File: src/rtl/imem_loader.sv
// Boot-time byte-stream loader: captures an 8-byte little-endian entry PC, then writes the body
// into instruction memory. Define IMEM_LOADER_CKSUM_EN to treat the in_last byte as an XOR checksum.
module imem_loader #(
    parameter int unsigned MEM_BYTES = 1024,
    parameter int unsigned CNT_W     = 11
) (
    input  logic             clk,
    input  logic             reset,
    input  logic             load_req,
    input  logic             in_valid,
    input  logic [7:0]       in_data,
    input  logic             in_last,
    output logic             in_ready,
    output logic             mem_we,
    output logic [63:0]      mem_addr,
    output logic [7:0]       mem_wdata,
    output logic [63:0]      entry_pc,
    output logic             cpu_run,
    output logic             load_done,
    output logic             load_error,
    output logic [CNT_W-1:0] byte_count
);

    typedef enum logic [2:0] {
        StIdle,
        StHdr,
        StBody,
        StDrain,
        StRun,
        StErr
    } state_e;

    localparam logic [CNT_W-1:0] MemLimit = CNT_W'(MEM_BYTES);

    state_e           state_q, state_d;
    logic [2:0]       hdr_idx_q, hdr_idx_d;
    logic [63:0]      entry_pc_q, entry_pc_d;
    logic [CNT_W-1:0] byte_count_q, byte_count_d;
    logic             mem_we_q, mem_we_d;
    logic [CNT_W-1:0] mem_addr_q, mem_addr_d;
    logic [7:0]       mem_wdata_q, mem_wdata_d;
    logic             cpu_run_q, cpu_run_d;
    logic             load_done_q, load_done_d;
    logic             load_error_q, load_error_d;
`ifdef IMEM_LOADER_CKSUM_EN
    logic [7:0]       cksum_q, cksum_d;
`endif

    logic accept;

    assign in_ready = (state_q == StHdr) || (state_q == StBody);
    assign accept   = in_valid && in_ready;

    always_comb begin
        state_d      = state_q;
        hdr_idx_d    = hdr_idx_q;
        entry_pc_d   = entry_pc_q;
        byte_count_d = byte_count_q;
        mem_we_d     = 1'b0;
        mem_addr_d   = mem_addr_q;
        mem_wdata_d  = mem_wdata_q;
        cpu_run_d    = cpu_run_q;
        load_done_d  = load_done_q;
        load_error_d = load_error_q;
`ifdef IMEM_LOADER_CKSUM_EN
        cksum_d      = cksum_q;
`endif

        // A restart request overrides whatever byte may be on the stream this cycle.
        if (load_req) begin
            state_d      = StHdr;
            hdr_idx_d    = 3'd0;
            entry_pc_d   = 64'd0;
            byte_count_d = '0;
            cpu_run_d    = 1'b0;
            load_done_d  = 1'b0;
            load_error_d = 1'b0;
`ifdef IMEM_LOADER_CKSUM_EN
            cksum_d      = 8'd0;
`endif
        end else begin
            unique case (state_q)
                StIdle: ;
                StHdr: begin
                    if (accept) begin
                        entry_pc_d[{hdr_idx_q, 3'b000} +: 8] = in_data;
                        hdr_idx_d = hdr_idx_q + 3'd1;
`ifdef IMEM_LOADER_CKSUM_EN
                        cksum_d   = cksum_q ^ in_data;
`endif
                        if (in_last) begin
                            state_d      = StErr;
                            load_error_d = 1'b1;
                        end else if (hdr_idx_q == 3'd7) begin
                            state_d = StBody;
                        end
                    end
                end
                StBody: begin
                    if (accept) begin
`ifdef IMEM_LOADER_CKSUM_EN
                        if (in_last) begin
                            if ((byte_count_q == '0) || (cksum_q != in_data)) begin
                                state_d      = StErr;
                                load_error_d = 1'b1;
                            end else begin
                                state_d     = StRun;
                                cpu_run_d   = 1'b1;
                                load_done_d = 1'b1;
                            end
                        end else if (byte_count_q == MemLimit) begin
                            state_d      = StErr;
                            load_error_d = 1'b1;
                        end else begin
                            mem_we_d     = 1'b1;
                            mem_addr_d   = byte_count_q;
                            mem_wdata_d  = in_data;
                            byte_count_d = byte_count_q + CNT_W'(1);
                            cksum_d      = cksum_q ^ in_data;
                        end
`else
                        if (byte_count_q == MemLimit) begin
                            state_d      = StErr;
                            load_error_d = 1'b1;
                        end else begin
                            mem_we_d     = 1'b1;
                            mem_addr_d   = byte_count_q;
                            mem_wdata_d  = in_data;
                            byte_count_d = byte_count_q + CNT_W'(1);
                            if (in_last) begin
                                state_d = StDrain;
                            end
                        end
`endif
                    end
                end
                // Final write is on the bus this cycle; release the core once it has landed.
                StDrain: begin
                    state_d     = StRun;
                    cpu_run_d   = 1'b1;
                    load_done_d = 1'b1;
                end
                StRun: ;
                StErr: ;
                default: state_d = StIdle;
            endcase
        end
    end

    always_ff @(posedge clk or posedge reset) begin
        if (reset) begin
            state_q      <= StIdle;
            hdr_idx_q    <= 3'd0;
            entry_pc_q   <= 64'd0;
            byte_count_q <= '0;
            mem_we_q     <= 1'b0;
            mem_addr_q   <= '0;
            mem_wdata_q  <= 8'd0;
            cpu_run_q    <= 1'b0;
            load_done_q  <= 1'b0;
            load_error_q <= 1'b0;
`ifdef IMEM_LOADER_CKSUM_EN
            cksum_q      <= 8'd0;
`endif
        end else begin
            state_q      <= state_d;
            hdr_idx_q    <= hdr_idx_d;
            entry_pc_q   <= entry_pc_d;
            byte_count_q <= byte_count_d;
            mem_we_q     <= mem_we_d;
            mem_addr_q   <= mem_addr_d;
            mem_wdata_q  <= mem_wdata_d;
            cpu_run_q    <= cpu_run_d;
            load_done_q  <= load_done_d;
            load_error_q <= load_error_d;
`ifdef IMEM_LOADER_CKSUM_EN
            cksum_q      <= cksum_d;
`endif
        end
    end

    assign mem_we     = mem_we_q;
    assign mem_addr   = {{(64 - CNT_W){1'b0}}, mem_addr_q};
    assign mem_wdata  = mem_wdata_q;
    assign entry_pc   = entry_pc_q;
    assign cpu_run    = cpu_run_q;
    assign load_done  = load_done_q;
    assign load_error = load_error_q;
    assign byte_count = byte_count_q;

endmodule
File: config.mk
export PLATFORM = sky130hd
export DESIGN_NAME = imem_loader
export DESIGN_NICKNAME = d
export VERILOG_FILES = /design/src/rtl/imem_loader.sv
export SDC_FILE = /design/constraint.sdc
export NUM_CORES = 1
export LEC_CHECK = 0
export CAP_MARGIN = 20
export CORE_MARGIN = 3
export CORE_UTILIZATION = 40
export CTS_BUF_LIST = sky130_fd_sc_hd__clkbuf_16
export CTS_CLUSTER_SIZE = 16
export DETAILED_ROUTE_END_ITERATION = 7
export PLACE_DENSITY = 0.71
export SYNTH_ARGS = -nofsm -noshare
export SYNTH_HDL_FRONTEND = slang
export SYNTH_SLANG_ARGS = --single-unit
File: constraint.sdc
create_clock -name clk -period 4.5 [get_ports clk]
set_clock_uncertainty 0.05 [all_clocks]
set_input_delay 0.9 -clock clk [delete_from_list [all_inputs] [get_ports clk]]
set_output_delay 0.9 -clock clk [all_outputs]
set_load 0.005 [all_outputs]
==> results of run 1 <==
==> layout make-up <==
class                   instances  area (um2)
fillers                      1088        5870
clock inverters                 7        48.8
multi-input cells             313        2210
flip-flops and latches        103        2580
clock buffers                   9         225
inverters                      10        40.0
repair buffers                115        1140
well taps                     168         210
==> worst max path at each step <==
stage                  start       endpoint  slack [ns]  depth (start not counted)
detailed placement  in_valid    entry_pc[1]        1.09                          5
global placement    in_valid    entry_pc[4]        1.15                          5
CTS                 in_valid    entry_pc[1]        1.46                          5
global route        in_valid    entry_pc[1]        1.27                          5
finish              in_valid    entry_pc[6]        1.45                          5
floorplan              reset  byte_count[0]        0.85                          1
==> cell families after synthesis <==
family          count (synthesis)  synth area share [%]
simple gates                  128                  14.3
mux                            48                  11.2
flops                         103                  50.0
buf+inv                        83                  11.0
compound gates                 68                  10.0
xor+xnor                        7                  1.19
fa+ha+maj                       9                  2.19
other cells                     1                0.0728
==> stage by stage <==
stage | cell area (um2) | cells | hold WS (ns)
6_report | 6440 | 725 | 0.434
5_1_grt | 6440 | 725 | 0.470
4_1_cts | 6440 | 725 | 0.441
3_5_place_dp | 6170 | 709 | 0.424
3_3_place_gp | 6170 | 709 | 0.424
2_1_floorplan | 5350 | 499 | 0.423
==> cell usage after synthesis, drive strengths merged, types with 2 or more instances <==
cell type / number / area share (%)
inv: 10 / 0.73
nor3b: 3 / 0.44
nor3: 4 / 0.58
dfrtp: 103 / 50
ha: 9 / 2.2
or4: 2 / 0.29
and4bb: 5 / 1.4
and3: 4 / 0.58
and2: 5 / 0.61
nand2: 25 / 1.8
xor2: 5 / 0.85
a21oi: 13 / 1.3
mux2: 19 / 5.5
o21ai: 15 / 1.5
clkbuf: 4 / 0.29
mux2i: 29 / 5.6
nor2: 49 / 3.6
nor2b: 3 / 0.36
buf: 69 / 10
xnor2: 2 / 0.34
nand4: 4 / 0.78
nor4: 2 / 0.36
nand3: 10 / 1.2
a2bb2o: 10 / 2.2
a31oi: 7 / 1.1
a22o: 16 / 2.7
==> registers in the layout (all words and copies together), names as in the netlist <==
signal,count
byte_count,11
mem_we,1
mem_wdata,8
load_done,1
entry_pc,64
mem_addr_q,11
state_q,3
load_error,1
hdr_idx_q,3
==> critical path, cell delays in order <==
cell and delay [ns]:
clkdlybuf4s50_1 0.61, and4bb_1 0.71, nand4b_1 0.62, mux2i_1 0.32, nor2_1 0.06
==> metal layers <==
layer | track usage [%] | part of all wire [%] | vias up
met1 | 21.9 | 43 | 1750
li1 | - | - | 1671
met5 | 0 | 0 | -
met2 | 27.2 | 48 | 139
met4 | 4.65 | 0.87 | 0
met3 | 5.27 | 7.6 | 8
==> power by group <==
group	switching [mW]	internal, mW	total (mW)	leakage, nW
registers	0.0505	0.967	1.02	1.43
logic	0.222	0.200	0.422	1.47
clock network	0.341	0.375	0.716	0.131
total	0.613	1.54	2.16	3.02
==> impl_metrics.yaml, run 1 <==
worst_setup_path:
  r2r_start: "hdr_idx_q[0]"
  crit_path_max_fanout: 18
  required_ns: 4.67
  endpoint_kind: "flop"
  reg2reg_to: "entry_pc[18]"
  rrSetupSlack_ns: 1.75
  reg2reg_depth: 7
  worstSetupPathType: "primary input to flop"
  start_kind: "primary input"
  worstPathArrival_ns: 3.22
routing:
  ant_nets: 0
  dr.pass1.iters: 4
  vias_per_cell: 4.92
  drtIter0Drc: 250
  routedWlPerCell_um: 16.4
  vias: 3568
  drc: 0
  routed_wl_um: 11900
logic_synthesis:
  synth_ff_type: "dfrtp_1"
  ys_warn_count: 0
  synth_edf_count: 0
  synth-seq-cells: 103
  synth_area_um2: 5150
  syn-mean-instance-area_um2: 11.5
  synth_seq_area_share_pct: 50.0
  syn_inst: 447
  ys_types: 59
  async_reset_ff_share_pct: 100
floorplanning:
  die_h_um: 119
  num_rows: 40
  start_util_pct: 41.8
  dieArea_um2: 14300
  die_w_um: 119
  top_level_ports: 165
  core_area_um2: 12300
global_routing:
  antenna_found_initial: 0
  grt_pass1_wl_um: 19100
  grt_overflow_total: 0
  grt_usage_pct: 16.8
  grt_pass1_vias: 3542
  grt_max_degree: 40
finish:
  final_common_cell: "clkdlybuf4s50_1"
  layout_common_cells: "clkdlybuf4s50_1, dfrtp_1, conb_1, nor2_1, mux2i_1"
  drive_gt1_share_pct: 11.5
  nNetsFinal: 574
  fin_util_pct: 52.3
  syn_to_final_growth_pct: 25.1
  antenna_cells: 0
job:
  maxCapViolCount: 0
sta:
  rsz0062_at_grt: "no"
  slew_viol_final: 0
  setup_tns_ns: 0
  setup_slack_ns: 1.45
  hold_viol: 0
  finalCritPeriodShare_pct: 67.8
  setup_viol: 0
  fmax_ghz: 0.328
  fin_crit_ns: 3.05
  slew_headroom_pct: 52.1
  worstMarginPinSlew_ns: 0.718
place:
  port_buffers: 111
  routabilityCongestion: 0.813
  dp_slack_ns: 1.09
  hpwl_um: 8730
pwr:
  vdd_drop_max_v: 0.000210
  total_power_mw: 2.16
  leakage_nw: 3.02
  power_density_nw_per_um2: 334
clock_network:
  cts-resized-gates: 0
  cts_hold_buf: 0
  clock_latency_ns: 0.34
  cts_tree: "yes"
  cts_max_level: 3
  clkTransAtPathRegs_ns: 0.07
  cts-root-buf: "clkbuf_16"
  cts_buffers: 9
  post-cts-setup-buffer-count: 0
  cts_buffer_depth: 2
  cts_sinks: 103
worst_hold_path:
  min_from: "entry_pc[14]"
  hold_path_class: "flop to flop"
  hold_depth: 2
  holdPathEnd: "entry_pc[14]"
run_status:
  status: "finished clean"
(Power assumes the default switching activity.)
==> run 2, diff against run 1 <==
PLACE_DENSITY = 0.74   (was 0.71)
clock period = 2.8 ns   (was 4.5 ns; I/O delays follow)
==> run 2 against run 1 <==
Effect of this change:
- global-route usage up 0.65 points
- flip-flop and latch count unchanged
- first-iteration DRC count grew 11%
- wire length up 4.1%
- largest cell class unchanged
- highest routed layer unchanged
==> impl_metrics.yaml, run 2 (synthesis gave the netlist of run 1 again) <==
run_status:
  status: "finished clean"
place:
  postPlaceCellArea_um2: 6240
  routabilityCongestion: 0.853
  port_buffers: 111
  hpwl_um: 9090
sta:
  hold_viol: 0
  fmax_ghz: 0.406
  finalCritPeriodShare_pct: 87.9
  setup_tns_ns: 0
  slew_headroom_pct: 66.4
  worstMarginPinSlew_ns: 0.497
  rsz0062_at_grt: "no"
  slew_viol_final: 0
  setup_viol: 0
  fin_crit_ns: 2.46
clock_network:
  cts_sinks: 103
  clkTransAtPathRegs_ns: 0.07
  cts-root-buf: "clkbuf_16"
  cts_buffers: 9
  cts_hold_buf: 0
  cts_max_level: 3
  cts_buffer_depth: 2
  clock_latency_ns: 0.34
  cts_tree: "yes"
  cts-resized-gates: 0
  post-cts-setup-buffer-count: 0
worst_setup_path:
  crit_path_max_fanout: 14
  worstPathArrival_ns: 1.85
  critical_path.cell_chain: "nand2b_1, a21oi_1, clkdlybuf4s50_1"
  reg2reg_depth: 7
  cp_num_buf_inv: 1
  r2r_start: "hdr_idx_q[1]"
  critical-path-top-delay-family: "flip-flops"
  required_ns: 2.19
  crit_path_end: "in_ready"
  path_depth: 3
  start_kind: "flop"
  crit_path_start: "state_q[1]"
  cpPeakStageDelay_ns: 0.58
  worst_path_max_delay_cell: "dfrtp_1"
  rrSetupSlack_ns: 0.34
  worstSetupPathType: "flop to primary output"
  endpoint_kind: "primary output"
  reg2reg_to: "entry_pc[25]"
pwr:
  vdd_drop_max_v: 0.000354
  p_sw_mw: 1.01
  intPower_mw: 2.68
  power_density_nw_per_um2: 563
  p_clk_share_pct: 36.4
  p_seq_share_pct: 43.8
  leakage_nw: 3.09
  swShare_pct: 27.3
  comb_power_share_pct: 19.7
finish:
  regArea_um2: 2580
  largest_reg_flops: 64
  stdcell_area_um2: 6560
  antenna_cells: 0
  final_common_cell: "clkdlybuf4s50_1"
  drive_gt1_share_pct: 12.6
  nNetsFinal: 581
  layout_common_cells: "clkdlybuf4s50_1, dfrtp_1, conb_1, nor2_1, mux2i_1"
  multiInputGateArea_um2: 2210
  syn_to_final_growth_pct: 27.3
  fillCellCount: 1095
routing:
  routed_wl_um: 12400
  drtIter0Drc: 278
  vias_per_cell: 4.98
  routedWlPerCell_um: 16.9
  dr.pass1.iters: 4
  drc: 0
  ant_nets: 0
  vias: 3645
floorplanning:
  top_level_ports: 165
  dieArea_um2: 14300
  die_w_um: 119
  die_h_um: 119
  start_util_pct: 41.8
  core_area_um2: 12300
  num_rows: 40
global_routing:
  grt_overflow_total: 0
  grt_pass1_wl_um: 19900
  grt_pass1_vias: 3646
  antenna_found_initial: 0
  grt_max_degree: 96
  grt_usage_pct: 17.5
job:
  maxCapViolCount: 0
worst_hold_path:
  min_from: "entry_pc[14]"
  hold_path_class: "flop to flop"
run 2: per-layer routing:
| layer | track usage, % | up-vias | wire length, um | share of wire [%] |
|---|---|---|---|---|
| met3 | 5.32 | 9 | 809 | 6.5 |
| met4 | 4.22 | 0 | 103 | 0.83 |
| li1 | - | 1681 | - | - |
| met2 | 28.8 | 141 | 6030 | 49 |
| met1 | 22.7 | 1814 | 5420 | 44 |
| met5 | 0 | - | 0 | 0 |
run 2: power groups by stage:
stage,combinational [mW],clock (mW),sequential [mW]
2_1_floorplan,0.532,0,1.63
3_3_place_gp,0.705,0,1.64
3_5_place_dp,0.724,0,1.64
5_1_grt,0.794,1.44,1.63
4_1_cts,0.727,1.38,1.62
6_report,0.728,1.34,1.62
run 2: worst min path at each step:
stage	depth (start not counted)	end	slack [ns]
after floorplan	2	entry_pc[11]	0.42
after global placement	2	entry_pc[27]	0.43
after detailed placement	2	entry_pc[14]	0.42
after CTS	2	entry_pc[17]	0.44
after global routing	2	entry_pc[17]	0.45
final	2	entry_pc[14]	0.44
run 2: area by class of cell:
cell class,count,share of cell area (%)
Inverter,10,0.630
Sequential cell,103,39.3
Multi-Input combinational cell,313,33.7
Timing Repair Buffer,122,18.3
Clock buffer,9,3.43
Tap cell,168,3.20
Clock inverter,7,1.47
run 2: stage by stage:
| stage | utilization (%) | std cells | power [mW] | setup WS, ns | hold WS [ns] |
|---|---|---|---|---|---|
| finish | 53.3 | 732 | 3.69 | 0.339 | 0.436 |
| global route | 53.3 | 732 | 3.86 | 0.167 | 0.454 |
| CTS | 53.3 | 732 | 3.73 | 0.355 | 0.436 |
| detailed placement | 50.7 | 716 | 2.37 | 0.266 | 0.419 |
| global placement | 50.7 | 716 | 2.35 | 0.311 | 0.432 |
| floorplan | - | 499 | 2.16 | 0.509 | 0.423 |
run 2: tightest hold or removal path: stages, from the launching register on:
cell,delay (ns)
dfrtp_1,0.35
nand2_1,0.05
o21ai_0,0.06
==> run 3, diff against run 2 <==
CAP_MARGIN = unset   (was 20)
CORE_UTILIZATION = 42   (was 40)
PLACE_DENSITY = 0.77   (was 0.74)
==> run 3 against run 2 <==
Effect of this change:
- first-iteration DRC count decreased by 31%
- wire length down 3.1%
- register-to-register slack worse by 0.02 ns
- final area down 0.61%
- combinational power about the same
- critical path type is now flop to flop
- critical endpoint is now entry_pc[8]
- largest power group unchanged
==> impl_metrics.yaml, run 3 (synthesis gave the netlist of run 1 again) <==
finish:
  stdcell_count: 707
  stdcell_area_um2: 6520
  final_common_cell: "clkdlybuf4s50_1"
  antenna_cells: 0
  fin_util_pct: 55.7
  syn_to_final_growth_pct: 26.5
  layout_common_cells: "clkdlybuf4s50_1, dfrtp_1, conb_1, nor2_1, mux2i_1"
  largest_reg_flops: 64
  nNetsFinal: 582
  drive_gt1_share_pct: 12.8
worst_hold_path:
  hold_path_class: "flop to flop"
clock_network:
  cts_hold_buf: 0
  post-cts-setup-buffer-count: 0
  cts_buffer_depth: 2
  cts-resized-gates: 0
  cts_buffers: 9
  clkTransAtPathRegs_ns: 0.07
  cts_sinks: 103
  clock_latency_ns: 0.34
  cts-root-buf: "clkbuf_16"
  cts_max_level: 3
  cts_tree: "yes"
pwr:
  p_clk_share_pct: 34.5
  leakage_nw: 3.08
  power_density_nw_per_um2: 550
  intPower_mw: 2.59
  vdd_drop_max_v: 0.000474
  comb_power_share_pct: 20.3
  swShare_pct: 27.6
  p_seq_share_pct: 45.2
  p_sw_uw: 991
global_routing:
  grt_max_degree: 104
  grt_pass1_wl_um: 18900
  antenna_found_initial: 0
  grt_usage_pct: 17.8
  grt_overflow_total: 0
  grt_pass1_vias: 3564
sta:
  rsz0062_at_grt: "no"
  setup_slack_ns: 0.324
  slew_headroom_pct: 65.5
  worstMarginPinSlew_ns: 0.511
  setup_tns_ns: 0
  slew_viol_final: 0
  setup_viol: 0
  hold_viol: 0
  fin_crit_ns: 2.48
  fmax_ghz: 0.404
  finalCritPeriodShare_pct: 88.4
place:
  postPlaceCellArea_um2: 6230
  port_buffers: 111
  dp_slack_ns: 0.375
  hpwl_um: 8740
  place_inst: 692
  routabilityCongestion: 0.855
routing:
  vias_per_cell: 5.16
  ant_nets: 0
  dr.pass1.iters: 5
  drtIter0Drc: 193
  routedWlPerCell_um: 17.0
  drc: 0
  vias: 3651
  routed_wl_um: 12000
floorplanning:
  num_rows: 39
  die_w_um: 117
  core_area_um2: 11700
  start_util_pct: 44.0
  dieArea_um2: 13600
  die_h_um: 117
  top_level_ports: 165
worst_setup_path:
  crit_path_max_fanout: 9
  endpoint_kind: "flop"
  worstSetupPathType: "flop to flop"
  required_ns: 2.95
  start_kind: "flop"
  worstPathArrival_ns: 2.63
job:
  maxCapViolCount: 0
run_status:
  status: "finished clean"
run 3: changes by cell type in the layout (fill, tap and decap cells not counted), sizes merged:
cell and delta:
inv -2, buf +1, bufinv -1, clkinvlp +1, clkinv +1
run 3: final timing paths:
path | startpoint | slack [ns] | cells past startpoint | endpoint
max | hdr_idx_q[1] | 0.32 | 7 | entry_pc[8]
min | entry_pc[11] | 0.44 | 2 | entry_pc[11]
max reg2reg | hdr_idx_q[1] | 0.32 | 7 | entry_pc[8]
min reg2reg | entry_pc[11] | 0.44 | 2 | entry_pc[11]
max in group asynchronous | reset | 1.63 | 3 | entry_pc[10]
min in group asynchronous | reset | 0.66 | 3 | entry_pc[20]
run 3: critical path, stage by stage (launching register included):
cell	delay, ns
dfrtp_1	0.47
inv_1	0.12
ha_1	0.21
ha_1	0.43
o31a_1	0.46
nand3_1	0.33
mux2i_1	0.22
nor2_1	0.06
run 3: power groups by stage:
stage                     registers (mW)  clock network [mW]  logic, mW
after global routing                1.63                1.33      0.798
final                               1.62                1.24      0.728
after floorplan                     1.63                   0      0.532
after CTS                           1.62                1.26      0.730
after global placement              1.65                   0      0.708
after detailed placement            1.65                   0      0.726
run 3: routing by layer:
layer / up-vias / track usage, % / wire length (um)
li1: 1683 / - / -
met3: 11 / 4.46 / 893
met1: 1815 / 24.2 / 5190
met5: - / 0 / 0
met2: 142 / 28.7 / 5780
met4: 0 / 4.05 / 121
run 3: area by class of cell:
type	instances	area (um2)
Inverter	10	41.3
Clock buffer	9	225
Sequential cell	103	2580
Fill cell	1005	5190
Multi-Input combinational cell	313	2210
Tap cell	143	179
Clock inverter	6	67.6
Timing Repair Buffer	123	1220
run 3: per-stage QoR:
step                power (mW)  hold WS, ns
floorplan                 2.16        0.423
global placement          2.36        0.424
detailed placement        2.37        0.431
CTS                       3.61        0.447
global route              3.76        0.461
finish                    3.58        0.440
